File: config.mk
export PLATFORM = sky130hd
export DESIGN_NAME = logicnet_layer_sched_flat
export DESIGN_NICKNAME = d
export VERILOG_FILES = /design/src/rtl/logicnet_pkg.sv /design/src/rtl/logicnet_layer_sched_if.sv /design/src/rtl/logicnet_lut_ram.sv /design/src/rtl/logicnet_layer_sched.sv /design/src/flat_wrapper.sv
export SDC_FILE = /design/constraint.sdc
export NUM_CORES = 2
export LEC_CHECK = 0
export ABC_AREA = 1
export ABC_CLOCK_PERIOD_IN_PS = 5630
export CORE_MARGIN = 2
export CORE_UTILIZATION = 50
export CTS_BUF_LIST = sky130_fd_sc_hd__clkbuf_16
export DETAILED_ROUTE_END_ITERATION = 7
export DONT_BUFFER_PORTS = 1
export GPL_TIMING_DRIVEN = 0
export PLACE_DENSITY_LB_ADDON = 0.05
export SLEW_MARGIN = 20
export SYNTH_ARGS = -nofsm -noshare
export SYNTH_HDL_FRONTEND = slang
export SYNTH_HIERARCHICAL = 1
export SYNTH_SLANG_ARGS = --single-unit
File: constraint.sdc
create_clock -name clk -period 5.63 [get_ports clk]
set_input_delay 0.2815 -clock clk [delete_from_list [all_inputs] [get_ports clk]]
set_output_delay 0.2815 -clock clk [all_outputs]
set_load 0.02 [all_outputs]
File: src/rtl/logicnet_pkg.sv
// Shared widths, FSM states and config-select codes for the LogicNet layer scheduler.
package logicnet_pkg;

  localparam int ACT_W  = 2;
  localparam int FAN_IN = 3;
  localparam int LUT_AW = FAN_IN * ACT_W;

  typedef enum logic [1:0] {
    IDLE = 2'd0,
    EVAL = 2'd1,
    DONE = 2'd2
  } state_t;

  localparam logic CFG_TABLE = 1'b0;
  localparam logic CFG_INDEX = 1'b1;

endpackage

File: src/rtl/logicnet_layer_sched_if.sv
// Vector in/out handshakes plus config port of the layer scheduler.
interface logicnet_layer_sched_if #(
  parameter int NEURONS    = 8,
  parameter int NUM_INPUTS = 16
);
  import logicnet_pkg::*;

  localparam int NW     = $clog2(NEURONS);
  localparam int IDX_W  = $clog2(NUM_INPUTS);
  localparam int CFG_AW = NW + LUT_AW;
  localparam int CFG_DW = (ACT_W > IDX_W) ? ACT_W : IDX_W;

  logic                        in_valid;
  logic                        in_ready;
  logic [NUM_INPUTS*ACT_W-1:0] in_data;
  logic                        out_valid;
  logic                        out_ready;
  logic [NEURONS*ACT_W-1:0]    out_data;
  logic                        cfg_we;
  logic                        cfg_sel;
  logic [CFG_AW-1:0]           cfg_addr;
  logic [CFG_DW-1:0]           cfg_data;
  logic                        cfg_err;
  logic                        busy;

  modport master (
    output in_valid, in_data, out_ready, cfg_we, cfg_sel, cfg_addr, cfg_data,
    input  in_ready, out_valid, out_data, cfg_err, busy
  );

  modport slave (
    input  in_valid, in_data, out_ready, cfg_we, cfg_sel, cfg_addr, cfg_data,
    output in_ready, out_valid, out_data, cfg_err, busy
  );

endinterface

File: src/rtl/logicnet_lut_ram.sv
// Shared truth-table store: synchronous write, one-cycle registered read.
// Contents are deliberately not reset so tables survive a layer reset.
module logicnet_lut_ram #(
  parameter int DEPTH = 512,
  parameter int AW    = 9,
  parameter int DW    = 2
) (
  input  logic          clk,
  input  logic          we,
  input  logic [AW-1:0] waddr,
  input  logic [DW-1:0] wdata,
  input  logic [AW-1:0] raddr,
  output logic [DW-1:0] rdata
);

  (* rom_style = "distributed" *) logic [DW-1:0] mem [DEPTH];

  always_ff @(posedge clk) begin
    if (we) begin
      mem[waddr] <= wdata;
    end
    rdata <= mem[raddr];
  end

endmodule

File: src/rtl/logicnet_layer_sched.sv
// Evaluates one LogicNet layer, one neuron per cycle through a shared LUT RAM.
// out_valid NEURONS+2 cycles after accept; result held until out_ready, no input accepted meanwhile.
module logicnet_layer_sched
  import logicnet_pkg::*;
#(
  parameter int NEURONS    = 8,
  parameter int NUM_INPUTS = 16
) (
  input logic                  clk,
  input logic                  rst_n,
  logicnet_layer_sched_if.slave bus
);

  localparam int NW     = $clog2(NEURONS);
  localparam int IDX_W  = $clog2(NUM_INPUTS);
  localparam int CFG_AW = NW + LUT_AW;
  localparam int IN_W   = NUM_INPUTS * ACT_W;
  localparam int OUT_W  = NEURONS * ACT_W;

  state_t              state_q, state_d;
  logic [IN_W-1:0]     act_q;
  logic [NW-1:0]       n_q;
  logic                issue_q;
  logic                rd_vld_q;
  logic [NW-1:0]       rd_slot_q;
  logic [OUT_W-1:0]    out_q;
  logic [IDX_W-1:0]    idx_q [NEURONS][FAN_IN];
  logic                cfg_err_q;

  logic                accept;
  logic                last_cap;
  logic                cfg_idle;
  logic [NW-1:0]       cfg_neuron;
  logic [1:0]          cfg_slot;
  logic                idx_bad;
  logic                tbl_we;
  logic                idx_we;
  logic                cfg_err_d;
  logic [LUT_AW-1:0]   lut_addr;
  logic [ACT_W-1:0]    rd_data;

  assign accept   = bus.in_valid && (state_q == IDLE);
  assign last_cap = rd_vld_q && (rd_slot_q == NW'(NEURONS - 1));

  // Config decode; writes only land while idle so an evaluation never sees a half-updated table.
  assign cfg_idle   = (state_q == IDLE);
  assign cfg_neuron = bus.cfg_addr[CFG_AW-1 -: NW];
  assign cfg_slot   = bus.cfg_addr[1:0];
  assign idx_bad    = (int'(cfg_slot) >= FAN_IN) || (int'(bus.cfg_data) >= NUM_INPUTS);
  assign tbl_we     = bus.cfg_we && cfg_idle && (bus.cfg_sel == CFG_TABLE);
  assign idx_we     = bus.cfg_we && cfg_idle && (bus.cfg_sel == CFG_INDEX) && !idx_bad;
  assign cfg_err_d  = bus.cfg_we && (!cfg_idle || ((bus.cfg_sel == CFG_INDEX) && idx_bad));

  always_comb begin
    lut_addr = '0;
    for (int j = 0; j < FAN_IN; j++) begin
      lut_addr[j*ACT_W +: ACT_W] = act_q[idx_q[n_q][j]*ACT_W +: ACT_W];
    end
  end

  logicnet_lut_ram #(
    .DEPTH (NEURONS * (1 << LUT_AW)),
    .AW    (CFG_AW),
    .DW    (ACT_W)
  ) u_lut (
    .clk   (clk),
    .we    (tbl_we),
    .waddr (bus.cfg_addr),
    .wdata (bus.cfg_data[ACT_W-1:0]),
    .raddr ({n_q, lut_addr}),
    .rdata (rd_data)
  );

  always_ff @(posedge clk or negedge rst_n) begin
    if (!rst_n) begin
      state_q <= IDLE;
    end else begin
      state_q <= state_d;
    end
  end

  always_comb begin
    state_d = state_q;
    case (state_q)
      IDLE:    if (accept) state_d = EVAL;
      EVAL:    if (last_cap) state_d = DONE;
      DONE:    if (bus.out_ready) state_d = IDLE;
      default: state_d = IDLE;
    endcase
  end

  always_ff @(posedge clk or negedge rst_n) begin
    if (!rst_n) begin
      act_q     <= '0;
      n_q       <= '0;
      issue_q   <= 1'b0;
      rd_vld_q  <= 1'b0;
      rd_slot_q <= '0;
      out_q     <= '0;
      cfg_err_q <= 1'b0;
      for (int n = 0; n < NEURONS; n++) begin
        for (int j = 0; j < FAN_IN; j++) begin
          idx_q[n][j] <= '0;
        end
      end
    end else begin
      cfg_err_q <= cfg_err_d;
      if (idx_we) begin
        idx_q[cfg_neuron][cfg_slot] <= bus.cfg_data[IDX_W-1:0];
      end
      if (accept) begin
        act_q   <= bus.in_data;
        n_q     <= '0;
        issue_q <= 1'b1;
      end else if (issue_q) begin
        if (n_q == NW'(NEURONS - 1)) begin
          issue_q <= 1'b0;
        end else begin
          n_q <= n_q + 1'b1;
        end
      end
      // Read data returns one cycle after issue; slot tag travels alongside it.
      rd_vld_q  <= issue_q;
      rd_slot_q <= n_q;
      if (rd_vld_q) begin
        out_q[rd_slot_q*ACT_W +: ACT_W] <= rd_data;
      end
    end
  end

  assign bus.in_ready  = (state_q == IDLE);
  assign bus.out_valid = (state_q == DONE);
  assign bus.out_data  = out_q;
  assign bus.cfg_err   = cfg_err_q;
  assign bus.busy      = (state_q != IDLE);

endmodule

File: src/flat_wrapper.sv
// flat-port wrapper written by rule: the top's interface ports become plain ports
module logicnet_layer_sched_flat import logicnet_pkg::*;
#(
  parameter int NEURONS    = 8,
  parameter int NUM_INPUTS = 16
)
  (clk, rst_n, bus_in_valid, bus_in_data, bus_out_ready, bus_cfg_we, bus_cfg_sel, bus_cfg_addr, bus_cfg_data, bus_in_ready, bus_out_valid, bus_out_data, bus_cfg_err, bus_busy);
  logicnet_layer_sched_if #(.NEURONS(NEURONS), .NUM_INPUTS(NUM_INPUTS)) bus_i ();
  input logic clk;
  input logic rst_n;
  input wire logic [$bits(bus_i.in_valid)-1:0] bus_in_valid;
  input wire logic [$bits(bus_i.in_data)-1:0] bus_in_data;
  input wire logic [$bits(bus_i.out_ready)-1:0] bus_out_ready;
  input wire logic [$bits(bus_i.cfg_we)-1:0] bus_cfg_we;
  input wire logic [$bits(bus_i.cfg_sel)-1:0] bus_cfg_sel;
  input wire logic [$bits(bus_i.cfg_addr)-1:0] bus_cfg_addr;
  input wire logic [$bits(bus_i.cfg_data)-1:0] bus_cfg_data;
  output wire logic [$bits(bus_i.in_ready)-1:0] bus_in_ready;
  output wire logic [$bits(bus_i.out_valid)-1:0] bus_out_valid;
  output wire logic [$bits(bus_i.out_data)-1:0] bus_out_data;
  output wire logic [$bits(bus_i.cfg_err)-1:0] bus_cfg_err;
  output wire logic [$bits(bus_i.busy)-1:0] bus_busy;
  assign bus_i.in_valid = bus_in_valid;
  assign bus_i.in_data = bus_in_data;
  assign bus_i.out_ready = bus_out_ready;
  assign bus_i.cfg_we = bus_cfg_we;
  assign bus_i.cfg_sel = bus_cfg_sel;
  assign bus_i.cfg_addr = bus_cfg_addr;
  assign bus_i.cfg_data = bus_cfg_data;
  assign bus_in_ready = bus_i.in_ready;
  assign bus_out_valid = bus_i.out_valid;
  assign bus_out_data = bus_i.out_data;
  assign bus_cfg_err = bus_i.cfg_err;
  assign bus_busy = bus_i.busy;
  logicnet_layer_sched #(.NEURONS(NEURONS), .NUM_INPUTS(NUM_INPUTS)) u_core (.clk(clk), .rst_n(rst_n), .bus(bus_i));
endmodule
# Yosys cells after proc, flatten, opt, wreduce, memory -nomap -nowiden

Memories as Yosys holds them, arrays and structs flattened. A register that Yosys moved wholly into a read port is not among the register bits.
Cells that the tools add are included.

Memory bits (writable): 1024
Register bits: 155
Word-level logic and storage cells: 97
Memories kept: 1

Bitwise operators: 4
Shift operators: 5
Reduce and logical (&&, ||, !) cells: 18
Add/sub/neg operators: 2
Multiplexer cells: 21
Equal/unequal tests: 8
Magnitude comparators: 6

Memory list:

| memory           | words | bits a word | rd ports | clocked after memory_dff | write ports | RTL line               | RTL |
|---|---|---|---|---|---|---|---|
| u_core.u_lut.mem | 512   | 2           | 1        | 1                        | 1           | logicnet_lut_ram.sv:16 | `(* rom_style = "distributed" *) logic [DW-1:0] mem [DEPTH];` |

Operators by type and width:

| kind                                                                    | number |
|---|---|
| 96-bit bitwise mux                                                      | 1 |
| 32-bit by 6-bit indexed part select with 2-bit output                   | 3 |
| 12-bit binary-select mux with 3-bit select                              | 1 |
| 12-bit demux with 3-bit select                                          | 1 |
| 12-bit 2-to-1 mux                                                       | 3 |
| 4-bit negator with 34-bit output                                        | 1 |
| 2-bit by 34-bit variable shift with 16-bit output, first input constant | 1 |
| 2-bit by 34-bit indexed part select with 16-bit output                  | 1 |
| 16-bit bitwise mux                                                      | 1 |
| 1-bit logical AND                                                       | 10 |
| 3-bit 2-to-1 mux                                                        | 3 |
| 4-bit demux with 2-bit select                                           | 1 |
| 4-bit >= comparator, second input constant                              | 2 |
| 3-bit NOT with 4-bit output                                             | 2 |
| 3-bit == test, second input constant                                    | 2 |
| 2-bit 2-to-1 mux                                                        | 3 |
| 2-bit by 1-bit != test with 1-bit output, second input constant         | 3 |
| 2-bit case mux with 3 select lines                                      | 1 |
| 1-bit 2-to-1 mux                                                        | 5 |
| 4-bit by 1-bit < comparator with 1-bit output, second input constant    | 1 |
| 4-bit 2-to-1 mux                                                        | 1 |
| 2-bit nonzero test                                                      | 2 |
| 3-bit by 1-bit adder with 3-bit output, second input constant           | 1 |
| 3-bit >= comparator, second input constant                              | 1 |
| other kinds (12)                                                        | 13 |

# Longest topological paths before layout

Depth after elaboration: 8
Depth in mapped cells: 29

# Cells and area by module

Netlist, hierarchy kept.

Modules (own cells, without submodules):

| module               | area each (um^2) | cells an instance | instances |
|---|---|---|---|
| logicnet_lut_ram     | 43859.6          | 4013              | 1 |
| logicnet_layer_sched | 8323.0           | 1075              | 1 |

# Worst setup path before layout

No wires, ideal clock.

Path type: register -> register
Start point: register u_core.n_q[1]
End point: register u_core.u_lut.rdata[1], read port of u_core.u_lut.mem
Buffers on the path: 5
Library setup time: 112 ps
Period minus slack after synthesis: 2820 ps
Arrival time: 2708 ps
Stages on the path, launching flop included: 26
Path slack: 2810 ps
Path through: dfrtp_1 -> inv_1 -> buf_2 -> nand3_2 -> nand3_2 -> buf_2 -> nand3_1 -> nand3_1 -> nand3_1 -> nand3_1 -> nand2_1 -> buf_2 -> inv_2 -> buf_2 -> buf_2 -> nand3_1 -> nand3_1 -> nand3_1 -> nand3_1 -> nand3_1 -> nand2_1 -> nand2_1 -> nand3_1 -> nand2_1 -> nand2_1 -> nand2_1

Word-level cells in the longest chain between the ends: 5
Elaborated cells on any way between the ends: 7
Those cells by class: shift (3); mux (3); bitwise (1)

Ends and longest elaborated chain:

| what                                                  | RTL line                    | RTL |
|---|---|---|
| from (decl)                                           | logicnet_layer_sched.sv:22  | `logic [NW-1:0] n_q;` |
| from (signal assigned)                                | logicnet_layer_sched.sv:119 | `n_q <= n_q + 1'b1;` |
| 3-bit NOT with 4-bit output (implied by the code)     | logicnet_layer_sched.sv:57  | `lut_addr[j*ACT_W +: ACT_W] = act_q[idx_q[n_q][j]*ACT_W +: ACT_W];` |
| 12-bit binary-select mux with 3-bit select            | logicnet_layer_sched.sv:57  |  |
| 12-bit 2-to-1 mux (implied by the code) (2 in a row)  | logicnet_layer_sched.sv:57  |  |
| 32-bit by 6-bit indexed part select with 2-bit output | logicnet_layer_sched.sv:57  |  |
| via u_core.lut_addr[1]                                | logicnet_layer_sched.sv:39  | `logic [LUT_AW-1:0] lut_addr;` |
| to (decl)                                             | logicnet_lut_ram.sv:13      | `output logic [DW-1:0] rdata` |

The timed path passes the listed nets, and every way through them passes these cells. The select of a mux whose other input is x is not followed.
A chain may end at the register's enable or synchronous reset.

# Final worst setup path

Same ends and word-level chain as after synthesis.

==> impl_metrics.csv <==
group,metric,value,unit
yosys,yosysWarningCount,6,
sta,max_freq,180,MHz
clock_tree,root_buffer,"clkbuf_16",
clock_tree,numCtsBuffers,133,
sta,setup_viol,0,
worst_setup_path,critPathKind,"flip-flop to flip-flop",
sta,slew_headroom,-0.537,
yosys,synth_seq_cells,1181,
drt,drt-vias-per-instance,6.19,
layout,n_fill_cell,9162,
die,fp.dieW,327,um
placement,dpl.hpwl,135,mm
die,std_cell_rows,118,
yosys,synth_edf_count,1024,
sta,drv_slew,251,
yosys,avgSynthCellArea,10.3,sq um
grt,grt_max_degree,515,
yosys,synth_ff_type,"edfxtp_1",
layout,drive_gt1_frac,0.0965,
die,io_pins,71,
clock_tree,htree_levels,4,
die,die_area,107000,sq um
yosys,yosysUniqueCellTypes,37,
die,core,103000,sq um
sta,period_minus_slack,5.56,ns
drt,drc,0,
clock_tree,cts_sinks,1181,
sta,period_share,0.988,
clock_tree,post_cts_buffers,0,
drt,ant_nets,0,
layout,final_cell_mix,"nand2_1 (1384), nand3_1 (1169), edfxtp_1 (1024)",
min_path,worstHoldPathType,"input pin to flip-flop",
grt,gr-usage-all-layers,0.380,
drt,drtIter0Drc,6709,
worst_setup_path,worstPathMaxFanout,10,
yosys,async_flop_share,0.131,
drt,dr.pass1.iters,6,
yosys,synth_fp_nets,5147,
flow_run,maxCapViolations,0,
grt,gr-total-overflow,0,
sta,rsz0062_at_grt,"false",
layout,area_growth_syn_to_layout,13.3,%
sta,hold_ws,-0.0132,ns
sta,fin_worst_skew,0.0212,ns
sta,fin_ws,0.0653,ns
yosys,ys_seq_area_frac,0.664,
worst_setup_path,required,6.20,ns
sta,worstMarginPinSlew,2.30,ns
clock_tree,clockBufferDepth,3,
die,die_height,327,um
clock_tree,clk_pin_slew,0.06,ns
yosys,netlist_area,52200,sq um
drt,post_drt_wl_per_cell,30.5,um
yosys,synthCells,5088,
placement,pre_cts_ws,0.177,ns
layout,layout_commonest_cell,"nand2_1",
clock_tree,worstSkewPairLatency,0.75,ns
drt,via_count,41880,
placement,place_congestion,1.01,
worst_setup_path,startpoint_type,"flip-flop",
layout,final_util,0.571,
status,outcome,"finished, violations left",
worst_setup_path,cp-end-kind,"flip-flop",
worst_setup_path,critical_path_arrival,6.13,ns
layout,nets,5350,
status,violations,"hold timing, slew limit",
sta,hold_violations,2,
grt,grt_pass1_wl,283,mm
placement,portBuffers,0,
clock_tree,cts_tree,"done",
die,initial_core_util,0.504,
grt,grt_pass1_vias,38753,
grt,antenna_found_initial,13,
drt,drt_wl_total,207,mm
## metal layers
metal / up-vias / GRT usage / routed length [um]
met5: - / 0 / 172
met4: 24 / 0.186 / 11600
met3: 603 / 0.132 / 29600
met2: 2858 / 0.557 / 88600
met1: 20550 / 0.506 / 76600
li1: 17845 / - / -
## final timing paths
check | slack [ns] | from | end | depth (start not counted)
min in group asynchronous | 0.07 | rst_n | u_core/bus.out_data[8]$_DFFE_PN0P_ | 2
min reg2reg | 0.48 | u_core/idx_q[51]$_DFFE_PN0P_ | u_core/idx_q[51]$_DFFE_PN0P_ | 2
max reg2reg | 0.07 | u_core/n_q[1]$_DFFE_PN0P_ | u_core/u_lut/rdata[1]$_DFF_P_ | 21
min | -0.01 | bus_cfg_data[0] | u_core/u_lut/mem[349][0]$_DFFE_PP_ | 1
max | 0.07 | u_core/n_q[1]$_DFFE_PN0P_ | u_core/u_lut/rdata[1]$_DFF_P_ | 21
max in group asynchronous | 4.65 | rst_n | u_core/idx_q[16]$_DFFE_PN0P_ | 2
## sequential cells by signal (all words and copies together) (netlist names)
register and cells:
u_core/state_q 2, u_core/rd_slot_q 3, u_core/bus.cfg_err 1, u_core/rd_vld_q 1, u_core/u_lut/rdata 2, u_core/u_lut/mem 1024, u_core/act_q 32, u_core/bus.out_data 16
u_core/issue_q 1, u_core/n_q 3, u_core/idx_q 96
## synthesized netlist by cell type (14+ instances only)
library cell | n | area share
a21oi_1 | 45 | 0.0043
buf_1 | 40 | 0.0029
buf_2 | 146 | 0.014
buf_6 | 57 | 0.012
clkbuf_1 | 86 | 0.0062
dfrtp_1 | 155 | 0.074
edfxtp_1 | 1024 | 0.59
inv_1 | 180 | 0.013
mux2i_1 | 14 | 0.0027
nand2_1 | 1384 | 0.10
nand3_1 | 1169 | 0.11
nor2_1 | 562 | 0.040
nor3_1 | 18 | 0.0017
o21ai_0 | 107 | 0.010
## stage by stage
stage	hold slack (ns)	std cells	area, sq um	setup TNS (ns)
final	-0.0132	6770	59100	0
after global routing	0.00583	6767	59100	0
after CTS	-0.244	6760	58900	0
after detailed placement	-0.0120	6480	54300	0
after global placement	-0.0113	6468	53900	-0.293
after floorplan	-0.0141	5088	52200	0
## cell type report
type	count	area (sq um)	area share
diodes	3	7.51	0.000127
repair buffers	68	1000	0.0169
inverters	194	738	0.0125
clock buffers	139	3480	0.0588
well taps	1380	1730	0.0292
flip-flops and latches	1181	34700	0.586
multi-input cells	3372	14800	0.251
plain buffers	341	2020	0.0342
clock inverters	92	633	0.0107
## repair_timing
item | 4_1_cts | 5_1_grt
hold buffers | 49 | 7
gates resized for setup | 0 | 16
setup endpoints to repair | 0 | 2
endpoints found under the hold margin | 1246 | 319
## critical path: stages (launching register included)
cell,delay [ns]
dfrtp_1,0.74
buf_2,0.42
buf_2,0.34
nand3_1,0.17
nand2_1,0.12
nand2_1,0.06
nand2_2,0.23
nand3_1,0.12
nand3_1,0.10
nand3_1,0.12
nand2_1,0.16
clkbuf_1,0.70
clkbuf_2,0.66
nand3_1,0.22
nand3_1,0.21
nand3_1,0.39
nand2_1,0.19
nand2_1,0.06
nand3_1,0.08
nand2_1,0.06
nand2_1,0.05
nand2_1,0.15
## kinds of logic after synthesis
family                   share of synthesized area
flip-flops                                   0.664
adder cells (fa/ha/maj)                    0.00192
AND/OR/NAND/NOR                              0.262
multiplexers                               0.00420
buffers and inverters                       0.0515
AO/OA/AOI/OAI                               0.0164
Power is left out: the tool's default activity adds up to more than one toggle a clock period on the data nets, which glitch-free logic cannot reach.
